File: src/rtl/dds_chain_seq.sv
// Power-up sequencer for the DDS -> noise -> carry-chain datapath with a 32 kHz dt strobe.
// Optional lock-loss monitor: define DDS_LOCK_MON_EN to route PLL unlock into a sticky ERR state.
module dds_chain_seq #(
    parameter int unsigned LOCK_CYC   = 256,
    parameter int unsigned WARMUP_CYC = 1024,
    parameter int unsigned SETTLE_CYC = 4096,
    parameter int unsigned DIV        = 2500
) (
    input  logic       clk,
    input  logic       rst_n,
    input  logic       locked,
    input  logic       dds_tvalid,
    input  logic       start,
    input  logic       stop,
    output logic       dds_aclken,
    output logic       noise_en,
    output logic       dt_tick,
    output logic       chain_valid,
    output logic [2:0] state,
    output logic       err
);

    typedef enum logic [2:0] {
        StIdle     = 3'd0,
        StWaitLock = 3'd1,
        StDdsWarm  = 3'd2,
        StSettle   = 3'd3,
        StRun      = 3'd4,
        StErr      = 3'd5
    } state_e;

    localparam logic [15:0] LockLim   = 16'(LOCK_CYC);
    localparam logic [15:0] WarmLim   = 16'(WARMUP_CYC);
    localparam logic [15:0] SettleLim = 16'(SETTLE_CYC);
    localparam logic [15:0] DivLast   = 16'(DIV - 1);

    state_e      state_q, state_d;
    logic [15:0] cnt_q, cnt_d, cnt_inc;
    logic [15:0] div_q, div_d;
    logic        div_run;
    logic        lock_lost;
    logic        dds_aclken_q, noise_en_q, chain_valid_q, dt_tick_q;

`ifdef DDS_LOCK_MON_EN
    assign lock_lost = ~locked;
`else
    assign lock_lost = 1'b0;
`endif

    assign cnt_inc = cnt_q + 16'd1;

    // One phase counter serves the lock, warm-up and settle phases in turn.
    always_comb begin
        state_d = state_q;
        cnt_d   = cnt_q;
        case (state_q)
            StIdle: begin
                if (start && !stop) begin
                    state_d = StWaitLock;
                end
            end
            StWaitLock: begin
                if (stop) begin
                    state_d = StIdle;
                end else if (!locked) begin
                    cnt_d = '0;
                end else if (cnt_inc == LockLim) begin
                    state_d = StDdsWarm;
                end else begin
                    cnt_d = cnt_inc;
                end
            end
            StDdsWarm: begin
                if (stop) begin
                    state_d = StIdle;
                end else if (lock_lost) begin
                    state_d = StErr;
                end else if (dds_tvalid) begin
                    if (cnt_inc == WarmLim) begin
                        state_d = StSettle;
                    end else begin
                        cnt_d = cnt_inc;
                    end
                end
            end
            StSettle: begin
                if (stop) begin
                    state_d = StIdle;
                end else if (lock_lost) begin
                    state_d = StErr;
                end else if (cnt_inc == SettleLim) begin
                    state_d = StRun;
                end else begin
                    cnt_d = cnt_inc;
                end
            end
            StRun: begin
                if (stop) begin
                    state_d = StIdle;
                end else if (lock_lost) begin
                    state_d = StErr;
                end
            end
            StErr: begin
                if (stop) begin
                    state_d = StIdle;
                end
            end
            default: begin
                state_d = StIdle;
            end
        endcase
        if (state_d != state_q) begin
            cnt_d = '0;
        end
    end

    // Divider restarts from 0 whenever SETTLE is entered from outside SETTLE/RUN.
    always_comb begin
        div_run = (state_d == StSettle) || (state_d == StRun);
        div_d   = '0;
        if (div_run && ((state_q == StSettle) || (state_q == StRun)) && (div_q != DivLast)) begin
            div_d = div_q + 16'd1;
        end
    end

    // Outputs are decoded from the next state so they move on the transition edge.
    always_ff @(posedge clk or negedge rst_n) begin
        if (!rst_n) begin
            state_q       <= StIdle;
            cnt_q         <= '0;
            div_q         <= '0;
            dds_aclken_q  <= 1'b0;
            noise_en_q    <= 1'b0;
            chain_valid_q <= 1'b0;
            dt_tick_q     <= 1'b0;
        end else begin
            state_q       <= state_d;
            cnt_q         <= cnt_d;
            div_q         <= div_d;
            dds_aclken_q  <= state_d inside {StDdsWarm, StSettle, StRun};
            noise_en_q    <= state_d inside {StSettle, StRun};
            chain_valid_q <= (state_d == StRun);
            dt_tick_q     <= div_run && (div_d == DivLast);
        end
    end

`ifdef DDS_LOCK_MON_EN
    logic err_q;

    always_ff @(posedge clk or negedge rst_n) begin
        if (!rst_n) begin
            err_q <= 1'b0;
        end else if ((state_q == StIdle) && (state_d == StWaitLock)) begin
            err_q <= 1'b0;
        end else if (state_d == StErr) begin
            err_q <= 1'b1;
        end
    end

    assign err = err_q;
`else
    assign err = 1'b0;
`endif

    assign state       = state_q;
    assign dds_aclken  = dds_aclken_q;
    assign noise_en    = noise_en_q;
    assign chain_valid = chain_valid_q;
    assign dt_tick     = dt_tick_q;

endmodule
File: config.mk
export PLATFORM = sky130hd
export DESIGN_NAME = dds_chain_seq
export DESIGN_NICKNAME = d
export VERILOG_FILES = /design/src/rtl/dds_chain_seq.sv
export SDC_FILE = /design/constraint.sdc
export NUM_CORES = 1
export LEC_CHECK = 0
export CAP_MARGIN = 25
export CORE_ASPECT_RATIO = 1.75
export CORE_UTILIZATION = 55
export CTS_CLUSTER_SIZE = 14
export DETAILED_ROUTE_END_ITERATION = 10
export GPL_TIMING_DRIVEN = 0
export PLACE_DENSITY = 0.77
export SYNTH_ARGS = -nofsm -noshare
export SYNTH_HDL_FRONTEND = slang
export SYNTH_SLANG_ARGS = --single-unit
File: constraint.sdc
create_clock -name clk -period 2.76 [get_ports clk]
set_input_delay 0.552 -clock clk [delete_from_list [all_inputs] [get_ports clk]]
set_output_delay 0.552 -clock clk [all_outputs]
set_load 0.01 [all_outputs]
==> run summary, run 1 <==
Core Region = 5020 sq um
CTS clk-pin slew, worst paths = 80 ps
Psw = 0.000390 W
top cell type's share of synthesized area = 33.6%
Worst Tran Pin Value = 919 ps
Final Cycle Share = 109%
Yosys top cell by area = dfrtp_1
RSZ-0062 raised after global routing = true
area added between synthesis and finish = 26.5%
TritonCTS clock tree = done
CP startpoint kind = flip-flop
sequential cell area fraction in the yosys report = 33.6%
DR WL/cell = 21.4 um
Design Area, Final = 3680 sq um
Vias per Instance = 7.04
Mapped Cells = 341
layout cell share with drive strength beyond 1 = 28.1%
vias in the first global route = 3019
worst setup path start = cnt_q[0]
P_int = 0.000980 W
die extent in x = 56.9 um
Cell Area, Synth = 2910 sq um
number of flops mapped to enable cells by yosys = 0
crit path time final = 3020 ps
Reg2Reg Launch Point = cnt_q[0]
pwr dens = 373 nW/um^2
row count = 34
post-route ant nets = 0
global-route wire length before repair = 14.6 mm
Syn Nets = 349
CP endpoint kind = flip-flop
routed vias = 3083
status = complete, but fails checks
commonest non-fill, non-tap cells in the layout = dfrtp_1, nand2_1, buf_4, nor2_1, nand3_1
Die Y-Extent = 98.1 um
CP arrival = 3190 ps
Worst Path Max Fanout = 10
Synth Warn # = 0
CTS Buffer Depth = 2
clock root cell = clkbuf_8
Final Hold Fails = 0
Num Clock Sinks = 39
final net count = 391
Clock Skew = 8.80 ps
predominant post-synthesis flop cell = dfrtp_1
post-synthesis async set-or-reset flop share = 100%
Initial Utilization = 57.9%
DRT Pass-1 Iters = 8
DP HPWL = 5.69 mm
Worst R2R End = cnt_q[9]
Post-Route WL = 9.38 mm
Gate power share = 20.0%
detailed-route DRC error count = 2
Slew HR = 38.7%
Placed Area = 3100 sq um
register bit total from synthesis = 39
Total GRT Usage = 33.6%
initial antenna violation count = 0
FF-to-FF path depth = 9
worst vdd ir = 0.229 mV
most common cell after layout, fill and taps aside = dfrtp_1
static leakage = 1.41 nW
hold buffers post-CTS = 0
FF-to-FF setup slack = -260 ps
GPL Wtd Cong = 0.933
I/O pins = 14
FMAX = 331 MHz
clock network fraction of total power = 37.0%
crit path to = cnt_q[9]
final setup violation count = 34
maxcap violations = 0
synth top area cells = dfrtp_1, a211oi_1, xnor2_1, nand2_1, a21oi_2
cts bufs inserted = 5
sw frac = 28.5%
CP required = 2930 ps
GR Overflow Total = 0
cell count after placement = 406
Post-Syn Area per Cell = 8.52 sq um
largest net degree at the start of global routing = 40
register share of total power = 43.0%
Final Max Slew Viols = 0
failing checks = DRC, setup timing
IO buf count = 11
First DRT Iteration DRCs = 172
setup slack after layout = -257 ps
worst min path class = in -> async
Die ar. = 5590 sq um
crit path kind = reg -> reg
clock latency on the worst-skew pair = 300 ps
CTS HTree Levels = 2
antenna cells = 0
Post-Layout Cell Count = 438
count of cell types in the netlist = 59
## power groups by stage
stage               registers (W)  clock network [W]  logic, W
floorplan                0.000598                  0  0.000130
global placement         0.000599                  0  0.000199
detailed placement       0.000599                  0  0.000201
CTS                      0.000587           0.000511  0.000244
global route             0.000589           0.000530  0.000290
finish                   0.000589           0.000507  0.000274
## routing by layer
layer	wire [um]	global-route usage (%)	part of all wire, %	vias up
met4	850	23.8	9.1	0
li1	-	-	-	1357
met2	4810	60.5	51	166
met1	3230	33.7	34	1490
met5	0	0	0	-
met3	495	5.83	5.3	70
## layout make-up
type                            count  area (sq um)
Multi-Input combinational cell    271          1940
Fill cell                         351          1340
Sequential cell                    39           982
Timing Repair Buffer               39           347
Buffer                             25           218
Clock buffer                        6          82.6
Tap cell                           54          67.6
Clock inverter                      2          35.0
Inverter                            2          7.51
## timing repair
action / in CTS / in global routing
cloned: 1 / 1
pin swaps: 13 / 10
buffers inserted: 22 / 4
resized for setup: 52 / 18
setup endpoints to repair: 35 / 35
## synthesized netlist by cell type, types with 7 or more instances
library cell / instances
a211oi_1: 18
a21oi_1: 17
a21oi_2: 11
buf_2: 9
clkbuf_1: 12
dfrtp_1: 39
nand2_1: 31
nand2b_1: 7
nand3_1: 19
nand4_1: 12
nor2_1: 23
o21ai_0: 11
o22ai_1: 9
xnor2_1: 14
## state kept, by name, indices dropped and copies added, names as in the netlist
name / cells
chain_valid: 1
dt_tick: 1
cnt_q: 16
noise_en: 1
div_q: 16
state: 3
dds_aclken: 1
## critical path, cell delays in order (launching register included)
cell,delay (ps)
dfrtp_2,450
and4_1,210
buf_6,140
and2_4,170
o311a_4,340
o41ai_1,650
a21boi_1,360
o2bb2ai_2,280
buf_6,220
a211oi_1,60
## logic make-up after synthesis
family	synth area share, %
AOI/OAI and AO/OA	24.7
xor gates and xnor gates	6.03
adders and majority gates	0.861
buffers and inverters	5.81
DFF	33.6
muxes	1.42
other	0.129
and+or+nand+nor	27.4
## worst min-delay path by stage
stage,end,start,cells past startpoint
2_1_floorplan,chain_valid,rst_n,0
3_3_place_gp,div_q[0],div_q[0],2
3_5_place_dp,div_q[0],div_q[0],2
4_1_cts,cnt_q[10],rst_n,1
5_1_grt,div_q[7],rst_n,1
6_report,cnt_q[10],rst_n,1
## per-stage QoR
stage	total power, W	TNS [ps]	hold WS [ps]	util (%)	worst slack (ps)
2_1_floorplan	0.000728	-2.57	256	-	-2.57
4_1_cts	0.00134	0	412	70.9	4.32
5_1_grt	0.00141	-9370	457	73.2	-384
3_3_place_gp	0.000798	-16760	548	61.8	-669
3_5_place_dp	0.000800	-17470	551	61.7	-668
6_report	0.00137	-5950	383	73.2	-257
No activity file was read; power rests on OpenSTA's default activity.
==> run 2: changes to the inputs <==
==> constraint.sdc (replaced) <==
create_clock -name clk -period 2.76 [get_ports clk]
set_input_delay 0.414 -clock clk [delete_from_list [all_inputs] [get_ports clk]]
set_output_delay 0.414 -clock clk [all_outputs]
set_load 0.01 [all_outputs]
==> run summary, run 2 (synthesis results as in run 1) <==
GPL Wtd Cong = 0.933
DP HPWL = 5.69 mm
final setup violation count = 32
Initial Utilization = 57.9%
crit path kind = reg -> reg
antenna cells = 0
Total GRT Usage = 35.6%
CTS HTree Levels = 2
CP endpoint kind = flip-flop
layout cell share with drive strength beyond 1 = 36.8%
Slew HR = 36.5%
setup slack after layout = -199 ps
Final Max Slew Viols = 0
commonest non-fill, non-tap cells in the layout = buf_4, dfrtp_1, nand2_1, nor2_1, buf_6
Worst Tran Pin Value = 952 ps
DR WL/cell = 23.9 um
routed vias = 3293
cts bufs inserted = 5
row count = 34
Final Cycle Share = 107%
static leakage = 1.58 nW
FF-to-FF setup slack = -200 ps
Design Area, Final = 4060 sq um
Vias per Instance = 7.10
Die Y-Extent = 98.1 um
pwr dens = 362 nW/um^2
worst vdd ir = 0.326 mV
failing checks = DRC, setup timing
Gate power share = 25.0%
most common cell after layout, fill and taps aside = buf_4
clock network fraction of total power = 34.9%
initial antenna violation count = 0
status = complete, but fails checks
Core Region = 5020 sq um
largest net degree at the start of global routing = 40
clock root cell = clkbuf_8
I/O pins = 14
CP startpoint kind = flip-flop
CTS Buffer Depth = 2
hold buffers post-CTS = 0
CP arrival = 3160 ps
die extent in x = 56.9 um
sw frac = 29.6%
RSZ-0062 raised after global routing = true
fillers = 275
area added between synthesis and finish = 39.7%
vias in the first global route = 3141
clock latency on the worst-skew pair = 300 ps
First DRT Iteration DRCs = 277
final net count = 417
TritonCTS clock tree = done
detailed-route DRC error count = 2
Worst Path Max Fanout = 6
P_int = 0.00103 W
CTS clk-pin slew, worst paths = 90 ps
IO buf count = 11
Final Hold Fails = 0
FMAX = 338 MHz
Post-Route WL = 11.1 mm
CP required = 2960 ps
Num Clock Sinks = 39
worst min path class = in -> async
DRT Pass-1 Iters = 9
Clock Skew = 10.0 ps
crit path time final = 2960 ps
Psw = 0.000435 W
register share of total power = 40.1%
pre-CTS worst setup slack = -668 ps
post-route ant nets = 0
global-route wire length before repair = 15.4 mm
GR Overflow Total = 0
Die ar. = 5590 sq um
maxcap violations = 0
Placed Area = 3100 sq um
==> run 2: cell types whose count changed in the layout (fill, tap and decap cells not counted), moves of 4 or more <==
cell | before | now
buf_4 | 25 | 41
a211oi_1 | 15 | 6
a211oi_2 | 3 | 12
buf_6 | 15 | 19
a21oi_2 | 12 | 16
a21oi_1 | 14 | 9
==> run 2: area by class of cell <==
| class | instances | area (sq um) | share of cell area [%] |
|---|---|---|---|
| inverters | 2 | 7.51 | 0.185 |
| repair buffers | 64 | 567 | 14.0 |
| clock buffers | 6 | 82.6 | 2.03 |
| clock inverters | 2 | 35.0 | 0.863 |
| well taps | 54 | 67.6 | 1.66 |
| flip-flops and latches | 39 | 980 | 24.1 |
| plain buffers | 25 | 211 | 5.21 |
| multi-input cells | 272 | 2110 | 51.9 |
==> run 2: worst max-delay path: stages, from the launching register on <==
cell and delay [ps]:
dfrtp_1 430, buf_6 130, ha_4 150, nand3_4 90, buf_6 160, nor4_4 280, buf_4 170, mux2_4 320
nand3b_1 200, buf_4 170, o22a_4 210, buf_8 140, nand3_1 120, a211oi_2 280
==> run 2: worst paths after layout <==
kind                          start         end  cells after the start
setup / recovery           cnt_q[1]    cnt_q[3]                     13
hold / removal                rst_n   cnt_q[11]                      1
setup reg to reg           cnt_q[1]    cnt_q[3]                     13
hold reg to reg            div_q[0]    div_q[0]                      2
max in group asynchronous     rst_n    cnt_q[2]                      1
min in group clk               stop  dds_aclken                      2
==> run 2: repair_timing <==
item                                    4_1_cts  5_1_grt
setup buffers                                30       18
resized for setup                            52       53
cloned                                        3        3
pin swaps                                    17       31
endpoints found under the setup margin       35       35
==> run 2: power groups by stage <==
stage	Combinational [W]	Clock (W)	Sequential, W
after floorplan	0.000130	0	0.000598
final	0.000367	0.000512	0.000589
after detailed placement	0.000201	0	0.000599
after global routing	0.000379	0.000533	0.000589
after CTS	0.000261	0.000511	0.000587
after global placement	0.000199	0	0.000599
==> run 2: per-stage QoR <==
stage / utilization [%] / hold slack, ps / total power [W] / setup TNS, ps / std cells
floorplan: - / 118 / 0.000728 / -2.57 / 341
global placement: 61.8 / 548 / 0.000798 / -15230 / 406
detailed placement: 61.7 / 551 / 0.000800 / -15510 / 406
CTS: 72.8 / 274 / 0.00136 / -0.128 / 445
global route: 80.9 / 323 / 0.00150 / -5570 / 464
finish: 80.9 / 256 / 0.00147 / -3490 / 464
==> run 2: layer usage <==
layer,global-route usage [%],up-vias,part of all wire (%)
li1,-,1410,-
met3,5.17,104,7.5
met4,30.4,0,10
met1,35.1,1543,32
met2,62.9,236,51
met5,0,-,0
==> run 3: changes to the inputs <==
--- a/config.mk
+++ b/config.mk
@@ -7,11 +7,12 @@
 export LEC_CHECK = 0
 export CAP_MARGIN = 25
 export CORE_ASPECT_RATIO = 1.75
-export CORE_UTILIZATION = 55
+export CORE_UTILIZATION = 58
 export CTS_CLUSTER_SIZE = 14
 export DETAILED_ROUTE_END_ITERATION = 10
+export DONT_BUFFER_PORTS = 1
 export GPL_TIMING_DRIVEN = 0
-export PLACE_DENSITY = 0.77
+export PLACE_DENSITY = 0.76
 export SYNTH_ARGS = -nofsm -noshare
 export SYNTH_HDL_FRONTEND = slang
 export SYNTH_SLANG_ARGS = --single-unit
==> run summary, run 3 (synthesis results as in run 1) <==
post-route ant nets = 0
Worst Tran Pin Value = 731 ps
Num Clock Sinks = 39
slowest stage delay, CP = 470 ps
worst min path class = in -> reg
status = complete, but fails checks
detailed-route DRC error count = 0
global-route wire length before repair = 14.0 mm
failing checks = setup timing
RSZ-0062 raised after global routing = true
Post-Route WL = 10.2 mm
I/O pins = 14
routed vias = 3145
final net count = 395
Clock Skew = 10.6 ps
Fin Setup TNS = -6660 ps
largest net degree at the start of global routing = 40
CP startpoint kind = flip-flop
GPL Wtd Cong = 0.949
clock root cell = clkbuf_8
DR WL/cell = 23.1 um
IO buf count = 0
antenna cells = 0
die extent in x = 55.5 um
Worst Path Max Fanout = 5
Vias per Instance = 7.15
CP endpoint kind = flip-flop
Slew HR = 50.9%
DP HPWL = 5.55 mm
fillers = 300
DRT Pass-1 Iters = 6
Hold WS = 422 ps
static leakage = 1.46 nW
Layout Utilization = 78.7%
Final Cycle Share = 110%
row count = 33
CP required = 2920 ps
vias in the first global route = 2995
worst vdd ir = 0.397 mV
Initial Utilization = 61.2%
Final Max Slew Viols = 0
most common cell after layout, fill and taps aside = dfrtp_1
Die ar. = 5310 sq um
crit path time final = 3040 ps
area added between synthesis and finish = 28.7%
initial antenna violation count = 0
crit path kind = reg -> reg
pwr dens = 364 nW/um^2
Final Hold Fails = 0
First DRT Iteration DRCs = 222
CTS HTree Levels = 2
CTS clk-pin slew, worst paths = 80 ps
TritonCTS clock tree = done
slowest cell on the critical path = or4_4
commonest non-fill, non-tap cells in the layout = dfrtp_1, buf_4, nand2_1, nor2_1, nand3_1
Total GRT Usage = 34.2%
maxcap violations = 0
CP arrival = 3200 ps
pre-CTS worst setup slack = -614 ps
Core Region = 4750 sq um
setup slack after layout = -283 ps
Power Total = 0.00136 W
FF/Latch Area = 981 sq um
layout cell share with drive strength beyond 1 = 32.0%
cts bufs inserted = 5
FMAX = 329 MHz
final setup violation count = 35
CTS Buffer Depth = 2
area of the multi-input gates = 2000 sq um
GR Overflow Total = 0
crit-path cells = buf_4, ha_4, and3_1, nand4_1, o311a_4, or4_4, o31ai_4, o31ai_1, a211oi_1
clock latency on the worst-skew pair = 300 ps
Die Y-Extent = 95.6 um
-- run 3: area by class of cell --
cell class,count,share of cell area [%]
buffer,26,5.66
clock buffer,6,2.21
clock inverter,2,0.937
inverter,2,0.201
multi-input combinational,271,53.6
sequential,39,26.2
tap,52,1.74
timing repair buffer,42,9.44
-- run 3: final timing paths --
path                       endpoint  slack, ps  cells past startpoint  startpoint
hold / removal             cnt_q[1]        420                      3      locked
setup / recovery           cnt_q[9]       -280                      9    cnt_q[1]
setup reg to reg           cnt_q[9]       -280                      9    cnt_q[1]
max in group asynchronous  cnt_q[3]       1960                      2       rst_n
min in group asynchronous  div_q[2]        600                      2       rst_n
hold reg to reg            div_q[0]        570                      2    div_q[0]
-- run 3: stage by stage --
step                instance area, sq um  cells
detailed placement                  2990    393
finish                              3740    440
global placement                    2990    393
floorplan                           2920    341
global route                        3740    440
CTS                                 3550    430
-- run 3: power by group --
group | switching, W | leakage, nW | internal (W)
Combinational | 0.000162 | 0.861 | 0.0000994
Clock | 0.000216 | 0.0612 | 0.000293
Sequential | 0.0000138 | 0.536 | 0.000579
-- run 3: metal layers --
layer	vias up	part of all wire, %	track usage (%)	wire (um)
met1	1455	33	33.9	3360
met4	0	8.8	24.8	893
li1	1365	-	-	-
met2	233	50	64.0	5120
met3	92	7.9	4.88	808
met5	-	0	0	0
-- run 3: timing repair --
action | CTS | global route
pin swaps | 12 | 9
cloned | 3 | 0
setup buffers | 26 | 11
endpoints found under the setup margin | 35 | 36
gates resized for setup | 52 | 22
hold buffers | 2 | 0
endpoints found under the hold margin | 39 | 0
-- run 3: critical path, delay by kind of cell (launching register included) --
family                   cells  cell delay (ps)
flip-flops                   1              390
AND/OR/NAND/NOR              3             1040
AO/OA/AOI/OAI                4             1150
adder cells (fa/ha/maj)      1              160
buffers and inverters        1              130
==> edit, RTL diff (flow settings as in run 1) <==
Add a define of `DDS_LOCK_MON_EN`.
--- a/src/rtl/dds_chain_seq.sv
+++ b/src/rtl/dds_chain_seq.sv
@@ -1,4 +1,6 @@
 // Power-up sequencer for the DDS -> noise -> carry-chain datapath with a 32 kHz dt strobe.
 // Optional lock-loss monitor: define DDS_LOCK_MON_EN to route PLL unlock into a sticky ERR state.
+`define DDS_LOCK_MON_EN
+
 module dds_chain_seq #(
     parameter int unsigned LOCK_CYC   = 256,
Function: no difference found for any inputs over 10 cycles, from zero or initial values and one cycle with rst_n low; that may be too few to reach the edited logic, so the function may still have changed.
==> edit against run 1 <==
The run ends with negative setup slack left. Total power fell by 14%. Sequential cell count rose by 1. Design area rose by 21%. Routed wire length rose by 18%. Worst setup slack got worse by 0.052 ns. Cell count rose by 11%. Hold slack got worse by 0.010 ns. Synthesized area rose by 12%. Highest routed layer unchanged.
==> edit: results (changes against run 1) <==
Post-Synth XOR/XNOR Area = 0.05602 (was 0.06029)
Routability-driven placement congestion ratio = 0.9055 (was 0.9328)
Metal2 WL = 5859 µm (was 4807 µm)
List of most frequent post-synthesis cells = dfrtp_1, nand2_1, nor2_1, a21oi_1, nand3_1 (was dfrtp_1, nand2_1, nor2_1, nand3_1, a211oi_1)
Synth cell types = 78 (was 59)
Placed instance count = 432 (was 406)
Pleak = 1.720 nW (was 1.415 nW)
Via/cell ratio = 6.659 (was 7.039)
Final nets = 419 (was 391)
VDD IR max = 0.2824 mV (was 0.2292 mV)
CP max stage delay = 0.55 ns (was 0.65 ns)
Postcts setup bufs = 31 (was 22)
Final worst setup slack = -0.3083 ns (was -0.2567 ns)
Clk slew on worst S/H paths = 0.10 ns (was 0.08 ns)
Final worst clock skew = 0.02091 ns (was 0.008799 ns)
Master of the slowest instance on the critical path = or4b_4 (was o41ai_1)
Avg Inst Size Synth = 9.506 µm² (was 8.520 µm²)
Synthesized Nets = 351 (was 349)
Drt first pass iters = 5 (was 8)
DP Area = 3526 µm² (was 3095 µm²)
Clk Latency, worst-skew pair = 0.31 ns
Metal-1 WL = 3574 µm (was 3228 µm)
Sequential share of the synthesized area = 0.3070 (was 0.3359)
Synth area leaders = dfrtp_1, a211oi_2, nand2_1 (was dfrtp_1, a211oi_1, xnor2_1)
Compound-Gate Fraction of Synth Area = 0.3047 (was 0.2472)
Largest net degree at the start of global routing = 41 (was 40)
CP delay by family, top = simple AND/OR/NAND/NOR gates (was compound AO/OA/AOI/OAI gates)
Routed wl met3 = 677 µm (was 495 µm)
Multiplexer share of the synthesized area = 0.02034 (was 0.01421)
Status = complete, but fails checks (unchanged)
Setup violators final = 38 (was 34)
Max_slew headroom = 0.3780 (was 0.3870)
Layout cells sized above 1 = 0.4282 (was 0.2813)
GRT Overall Usage = 0.3515 (was 0.3363)
First-pass GRT wire length = 16530 µm (was 14640 µm)
Via count = 3243 (was 3083)
Adder-Cell Fraction of Synth Area = 0.007675 (was 0.008613)
Pre-CTS setup slack = -0.5188 ns (was -0.6681 ns)
Resized cells post-CTS = 71 (was 52)
Failing checks = negative setup slack (was design-rule violations, negative setup slack)
Setup_tns = -9.464 ns (was -5.945 ns)
Total wire length = 11050 µm (was 9381 µm)
WP data arrival = 3.24 ns (was 3.19 ns)
HP Class = input port to asynchronous set/reset pin (unchanged)
Switching power share of the total = 0.2972 (was 0.2849)
## edit: changes by cell type after synthesis, moves of 6 or more
| cell | delta |
|---|---|
| buf_6 | +6 |
| o211ai_1 | +8 |
| a2bb2oi_1 | +6 |
| a211oi_2 | +12 |
| a211oi_1 | -13 |
| buf_2 | -6 |
| o22ai_1 | -6 |
## edit: kinds of logic after synthesis
logic type	after synthesis
mux	6
buf+inv	34
xor+xnor	20
simple gates	132
fa+ha+maj	2
compound gates	109
flops	40
## edit: per-layer routing
metal,track usage,up-vias
met2,0.6013,174
met3,0.09826,85
met1,0.3424,1551
li1,-,1433
met5,0,-
met4,0.2409,0
## edit: worst paths after layout
check,startpoint,to,slack (ns),depth (start not counted)
max in group asynchronous,rst_n,cnt_q[9]$_DFFE_PN0P_,1.75,1
min in group clk,err$_DFFE_PN0P_,err$_DFFE_PN0P_,0.52,1
max,cnt_q[10]$_DFFE_PN0P_,cnt_q[3]$_DFFE_PN0P_,-0.31,10
max reg2reg,cnt_q[10]$_DFFE_PN0P_,cnt_q[3]$_DFFE_PN0P_,-0.31,10
min reg2reg,err$_DFFE_PN0P_,err$_DFFE_PN0P_,0.52,1
min,rst_n,cnt_q[4]$_DFFE_PN0P_,0.37,1
## edit: power groups by stage
stage | logic (mW) | clock network (mW) | registers, mW
floorplan | 0.0801 | 0 | 0.603
global placement | 0.124 | 0 | 0.603
detailed placement | 0.125 | 0 | 0.603
CTS | 0.149 | 0.401 | 0.591
global route | 0.186 | 0.434 | 0.591
finish | 0.176 | 0.411 | 0.591
## edit: cell type report
cell class	instances	area, µm²
Multi-Input combinational cell	269	2372
Inverter	7	26.28
Clock buffer	5	68.82
Buffer	27	242.7
Tap cell	76	95.09
Sequential cell	40	1011
Fill cell	340	1169
Clock inverter	2	12.51
Timing Repair Buffer	61	633.1
